File: config.mk
export PLATFORM = sky130hd
export DESIGN_NAME = sym_word_packer
export DESIGN_NICKNAME = d
export VERILOG_FILES = /design/src/rtl/fsm_pkg.sv /design/src/rtl/sym_word_packer.sv
export SDC_FILE = /design/constraint.sdc
export NUM_CORES = 1
export LEC_CHECK = 0
export CAP_MARGIN = 0
export CORE_UTILIZATION = 39
export CTS_CLUSTER_DIAMETER = 60
export DETAILED_ROUTE_END_ITERATION = 8
export PLACE_DENSITY = 0.74
export SYNTH_ARGS = -nofsm -noshare
export SYNTH_HDL_FRONTEND = slang
export SYNTH_SLANG_ARGS = --single-unit
File: constraint.sdc
create_clock -name clk -period 1.9 [get_ports clk]
set_clock_uncertainty 0.15 [all_clocks]
set_input_delay 0.38 -clock clk [delete_from_list [all_inputs] [get_ports clk]]
set_output_delay 0.38 -clock clk [all_outputs]
set_load 0.05 [all_outputs]
File: src/rtl/fsm_pkg.sv
// ============================================================================
// Module      : fsm_pkg
// Description : Shared types for the Moore FSM symbol stream and its packer.
// Revision    : 1.0 - initial release
// ============================================================================
`default_nettype none

package fsm_pkg;

  localparam int SYM_W = 2;

  typedef logic [SYM_W-1:0] sym_t;

  typedef enum logic [0:0] {
    EMPTY  = 1'b0,
    LOADED = 1'b1
  } out_state_t;

endpackage

`default_nettype wire

File: src/rtl/sym_word_packer.sv
// ============================================================================
// Module      : sym_word_packer
// Description : Packs consecutive symbols MSB-first into words on a valid/ready
//               port; supports partial-word flush and flags dropped words.
// Revision    : 1.0 - initial release
// ============================================================================
`default_nettype none

module sym_word_packer
  import fsm_pkg::*;
#(
  parameter int SYM_W         = fsm_pkg::SYM_W,
  parameter int SYMS_PER_WORD = 4,
  localparam int WORD_W       = SYM_W * SYMS_PER_WORD,
  localparam int CNT_W        = $clog2(SYMS_PER_WORD + 1)
) (
  input  logic              clk,
  input  logic              rst,
  input  logic              sym_valid,
  input  logic [SYM_W-1:0]  sym,
  input  logic              flush,
  output logic              out_valid,
  input  logic              out_ready,
  output logic [WORD_W-1:0] out_data,
  output logic [CNT_W-1:0]  out_count,
  output logic              overflow
);

  out_state_t        state;
  out_state_t        state_nxt;
  logic [WORD_W-1:0] acc;
  logic [CNT_W-1:0]  idx;

  logic [WORD_W-1:0] packed_word;
  logic [CNT_W-1:0]  idx_after;
  logic              word_done;
  logic              flush_emit;
  logic              new_word;
  logic              load;
  logic              drop;

  // The incoming symbol is merged before any flush so a coincident flush sees it.
  always_comb begin
    packed_word = acc;
    for (int k = 0; k < SYMS_PER_WORD; k++) begin
      if (sym_valid && (idx == CNT_W'(k))) begin
        packed_word[WORD_W-1-k*SYM_W -: SYM_W] = sym;
      end
    end
    idx_after  = sym_valid ? (idx + CNT_W'(1)) : idx;
    word_done  = sym_valid && (idx == CNT_W'(SYMS_PER_WORD - 1));
    flush_emit = flush && !word_done && (idx_after != '0);
    new_word   = word_done || flush_emit;
  end

  always_ff @(posedge clk or negedge rst) begin
    if (!rst) begin
      acc <= '0;
      idx <= '0;
    end else if (new_word) begin
      acc <= '0;
      idx <= '0;
    end else begin
      acc <= packed_word;
      idx <= idx_after;
    end
  end

  always_ff @(posedge clk or negedge rst) begin
    if (!rst) begin
      state <= EMPTY;
    end else begin
      state <= state_nxt;
    end
  end

  always_comb begin
    state_nxt = state;
    load      = 1'b0;
    drop      = 1'b0;
    out_valid = 1'b0;
    case (state)
      EMPTY: begin
        if (new_word) begin
          load      = 1'b1;
          state_nxt = LOADED;
        end
      end
      LOADED: begin
        out_valid = 1'b1;
        if (out_ready) begin
          load      = new_word;
          state_nxt = new_word ? LOADED : EMPTY;
        end else begin
          drop = new_word;
        end
      end
      default: state_nxt = EMPTY;
    endcase
  end

  always_ff @(posedge clk or negedge rst) begin
    if (!rst) begin
      out_data  <= '0;
      out_count <= '0;
      overflow  <= 1'b0;
    end else begin
      if (load) begin
        out_data  <= packed_word;
        out_count <= idx_after;
      end
      if (drop) begin
        overflow <= 1'b1;
      end
    end
  end

endmodule

`default_nettype wire

; After elaboration in Yosys (flattened, before gate mapping)
; Index checks and enable logic that the tools add are counted.
[classes]
add_sub_neg = 1
eq_ne = 3
muxes = 15
bitwise = 1
reduce_logical = 10
[ops]
columns = operator, count
row1 = two-way mux 2 bit, 4
row2 = two-way mux 8 bit, 1
row3 = == test 3 x 2 -> 1 bit (second input constant), 2
row4 = logical AND 1 bit, 6
row5 = two-way mux 1 bit, 6
row6 = two-way mux 3 bit, 2
row7 = case mux 1 bit (2 select lines), 2
row8 = adder 3 x 1 -> 3 bit (second input constant), 1
row9 = == test 3 x 1 -> 1 bit (second input constant), 1
row10 = zero test 3 bit, 1
row11 = nonzero test 3 bit, 1
row12 = zero test 1 bit, 1
row13 = logical OR 1 bit, 1
row14 = NOT 1 bit, 1
[word_totals]
regBits = 24
inputBits = 7
out_inout_bits = 13
wordCells = 36

; Longest topological paths before layout
[depth]
depth_word = 9
ltp_mapped = 7

; Worst setup path after synthesis
; No wires, ideal clock.
[synth_path]
path_type = reg-to-reg
start = reg idx[0]
end = reg out_data[3]
setup_time_ns = 0.127
arrival_time_ns = 1.786
required_time_ns = 1.623
setup_slack_ns = -0.163
path_stages_with_launch = 8
n_path_buf = 1
synth_period_minus_slack_ns = 2.063
path_cell_list = dfrtp_1 -> ha_1 -> ha_1 -> and4b_1 -> or2_4 -> a21oi_2 -> buf_6 -> a21oi_2
[synth_between]
elab_chain_len = 8
[synth_rtl]
columns = item, line_no
row1 = start: declaration, sym_word_packer.sv:32  ; logic [CNT_W-1:0] idx;
row2 = start signal: assignment, sym_word_packer.sv:65  ; idx <= idx_after;
row3 = "parallel branches: the longest is 8 deep, another holds adder 3 x 1 -> 3 bit", -
row4 = end signal: assignment, sym_word_packer.sv:109  ; out_data <= packed_word;
row5 = end: declaration, sym_word_packer.sv:24  ; output logic [WORD_W-1:0] out_data,
; Several ways; the timed one is not identified.
; A chain may end at the register's enable or synchronous reset.

; Final worst setup path
[layout_path]
start = reg idx[1]
end = reg out_count[1]
[layout_between]
elab_chain_len = 8
[layout_rtl]
columns = item, line_no
row1 = "parallel branches: the longest is 8 deep, another holds adder 3 x 1 -> 3 bit", -
row2 = end signal: assignment, sym_word_packer.sv:110  ; out_count <= idx_after;
row3 = end: declaration, sym_word_packer.sv:25  ; output logic [CNT_W-1:0] out_count,
; Several ways; the timed one is not identified.

==> flow_summary.yaml <==
status:
  outcome: "finished with violations"
  violations: "setup timing"
yosys:
  yosysTopAreaCell: "dfrtp_1"
  yosysTopAreaCellShare: 0.530
  synthTopCellsByCount: "dfrtp_1 (24), a21oi_1 (12), a21oi_2 (11)"
  synth_nets: 109
  postSynth.topFlopCell: "dfrtp_1"
  yosys_register_bits: 24
  synthMostInstantiatedCell: "dfrtp_1"
  synthTopCellsByArea: "dfrtp_1 (53%), mux2i_1 (8.8%), a21oi_2 (8.5%), ha_1 (5.5%), a21oi_1 (5.3%)"
  syn_area_um2: 1130
  synthArstFlopShare: 1.00
  avgSynthCellArea_um2: 11.7
  synth-edff-count: 0
  synthCells: 97
  ys_types: 22
  ys.warnings.count: 0
  ys_seq_area_frac: 0.530
sta:
  worst_slew_pin_slew_ns: 0.302
  hold_violations: 0
  holdWs_ns: 0.240
  layout_min_cycle_time_ns: 1.91
  drv_slew: 0
  fmax_mhz: 523
  relSlewSlack: 0.793
  period_share: 1.01
  finalSetupViolations: 6
  rsz0062_at_grt: "yes"
  fin_setup_tns_ns: -0.0288
  worst_slack_ns: -0.0105
layout:
  antenna_cells: 0
  drive_gt1_frac: 0.389
  area_delta_synth_final_pct: 33.5
  fin_util: 0.548
  finalNetCount: 144
  finalInstanceArea_um2: 1510
  final_cells: 162
  fill_cells: 271
global_route:
  use_met1: 0.222
  grt-ovfl-total: 0
  grt.met3_usage: 0.0279
  track_usage: 0.170
  antenna_found_initial: 0
  grt_pass1_vias: 894
  busiest_layer: "met2"
  use_met2: 0.289
  grt_max_degree: 25
  grt_pass1_wl_um: 4140
min_path:
  hold_path_class: "in2async"
routing:
  post_drt_wl_per_cell_um: 13.9
  ant_nets: 0
  first_pass_iters: 4
  viasPerCell: 5.01
  wirelength_um: 2250
  vias: 812
  drt_iter0_drc: 21
  drc: 0
floorplan:
  die_w_um: 55.9
  start_util: 0.411
  die_h_um: 55.9
  dieArea_um2: 3120
  core_area_um2: 2760
  row_count: 19
  ios: 20
pwr:
  p_sw_mw: 1.00
  seqPwrFrac: 0.330
  totalPowerFinal_mw: 2.28
  p_clk_frac: 0.167
  p_leak_nw: 0.740
  p_int_mw: 1.27
  p_per_area_nw_per_um2: 1510
  power_frac_comb: 0.503
  ir_worst_vdd_mv: 1.07
  switching_share: 0.441
clock_network:
  clockBufferDepth: 2
  cts_tree: "yes"
  clkSlewWorstSetupHoldPaths_ns: 0.14
  ctsHtreeMaxLevel: 1
  postCtsHoldBufs: 0
  insertion_delay_ns: 0.32
  root_buffer: "clkbuf_4"
  cts.sinks: 24
  numCtsBuffers: 3
job:
  max-cap-violations: 0
worst_setup_path:
  r2r_end: "out_count[1]"
  r2r_slack_ns: -0.01
  reg2reg_from: "idx[1]"
  crit_start: "idx[1]"
  crit_fanout: 8
  crit_path_end: "out_count[1]"
  cp.required_ns: 1.97
  cp.arrival_ns: 1.98
  r2r_cells: 7
  worst-setup-path-type: "reg2reg"
  start_kind: "flip-flop"
  cp-end-kind: "flip-flop"
placed_design:
  place_area_um2: 1430
  hpwl_um: 1610
  gp_congestion: 0.822
  portBuffers: 19
  dp.cells: 156
  pre_cts_slack_ns: -0.241
[power groups by stage]
stage	Clock [mW]	Sequential, mW	Combinational [mW]
floorplan	0	1.20	0.333
global placement	0	0.761	1.10
detailed placement	0	0.765	1.12
CTS	0.388	0.753	1.15
global route	0.412	0.769	1.22
finish	0.380	0.752	1.14
[metal layers]
layer,wire [um],part of all wire
met4,12,0.0053
met1,1020,0.46
met2,1150,0.51
met5,0,0
met3,62,0.028
[kinds of logic after synthesis]
logic type | Yosys count | share of synthesized area
AO/OA/AOI/OAI | 26 | 0.173
flip-flops | 24 | 0.530
AND/OR/NAND/NOR | 21 | 0.0895
multiplexers | 11 | 0.0983
buffers and inverters | 9 | 0.0453
adder cells (fa/ha/maj) | 5 | 0.0552
XOR/XNOR | 1 | 0.00774
[flip-flops by register name, indices dropped and copies added, names as in the netlist]
signal     flops
idx            3
out_data       8
state          1
out_count      3
acc            8
overflow       1
[layout by cell type (no fill, tap or decap), types with 3 or more instances in the layout]
cell,Yosys,layout
buf_4,0,27
dfrtp_1,24,22
a21oi_1,12,12
mux2i_1,10,10
nor2_1,10,10
a21oi_2,11,10
clkdlybuf4s50_1,0,6
inv_1,4,4
nand2_1,4,4
ha_1,5,3
clkbuf_4,0,3
[repair_timing]
item                       CTS  global route
gates cloned                 0             0
resized for setup            3             1
setup endpoints to repair   13            13
buffers inserted             2             0
pin swaps                    1             0
[worst min path at each step]
stage                    end  slack [ns]  depth (start not counted)
floorplan             acc[0]       -0.07                          0
global placement    overflow        0.30                          1
detailed placement  overflow        0.30                          1
CTS                    state        0.25                          2
global route           state        0.26                          2
finish              overflow        0.24                          2
[final cells by class]
| cell class | instances | area, um2 | area share |
|---|---|---|---|
| Clock buffer | 3 | 22.5 | 0.0149 |
| Clock inverter | 1 | 30.0 | 0.0199 |
| Multi-Input combinational cell | 64 | 513 | 0.339 |
| Timing Repair Buffer | 35 | 289 | 0.191 |
| Inverter | 4 | 15.0 | 0.00993 |
| Sequential cell | 24 | 603 | 0.399 |
| Tap cell | 31 | 38.8 | 0.0257 |
[worst max-delay path, cell delays in order, from the launching register on]
cell     delay [ns]
dfrtp_2        0.47
ha_4           0.18
ha_4           0.21
and4b_1        0.19
or2_4          0.24
a21oi_4        0.14
buf_8          0.16
a21oi_2        0.06
No activity file was read; power rests on OpenSTA's default activity.
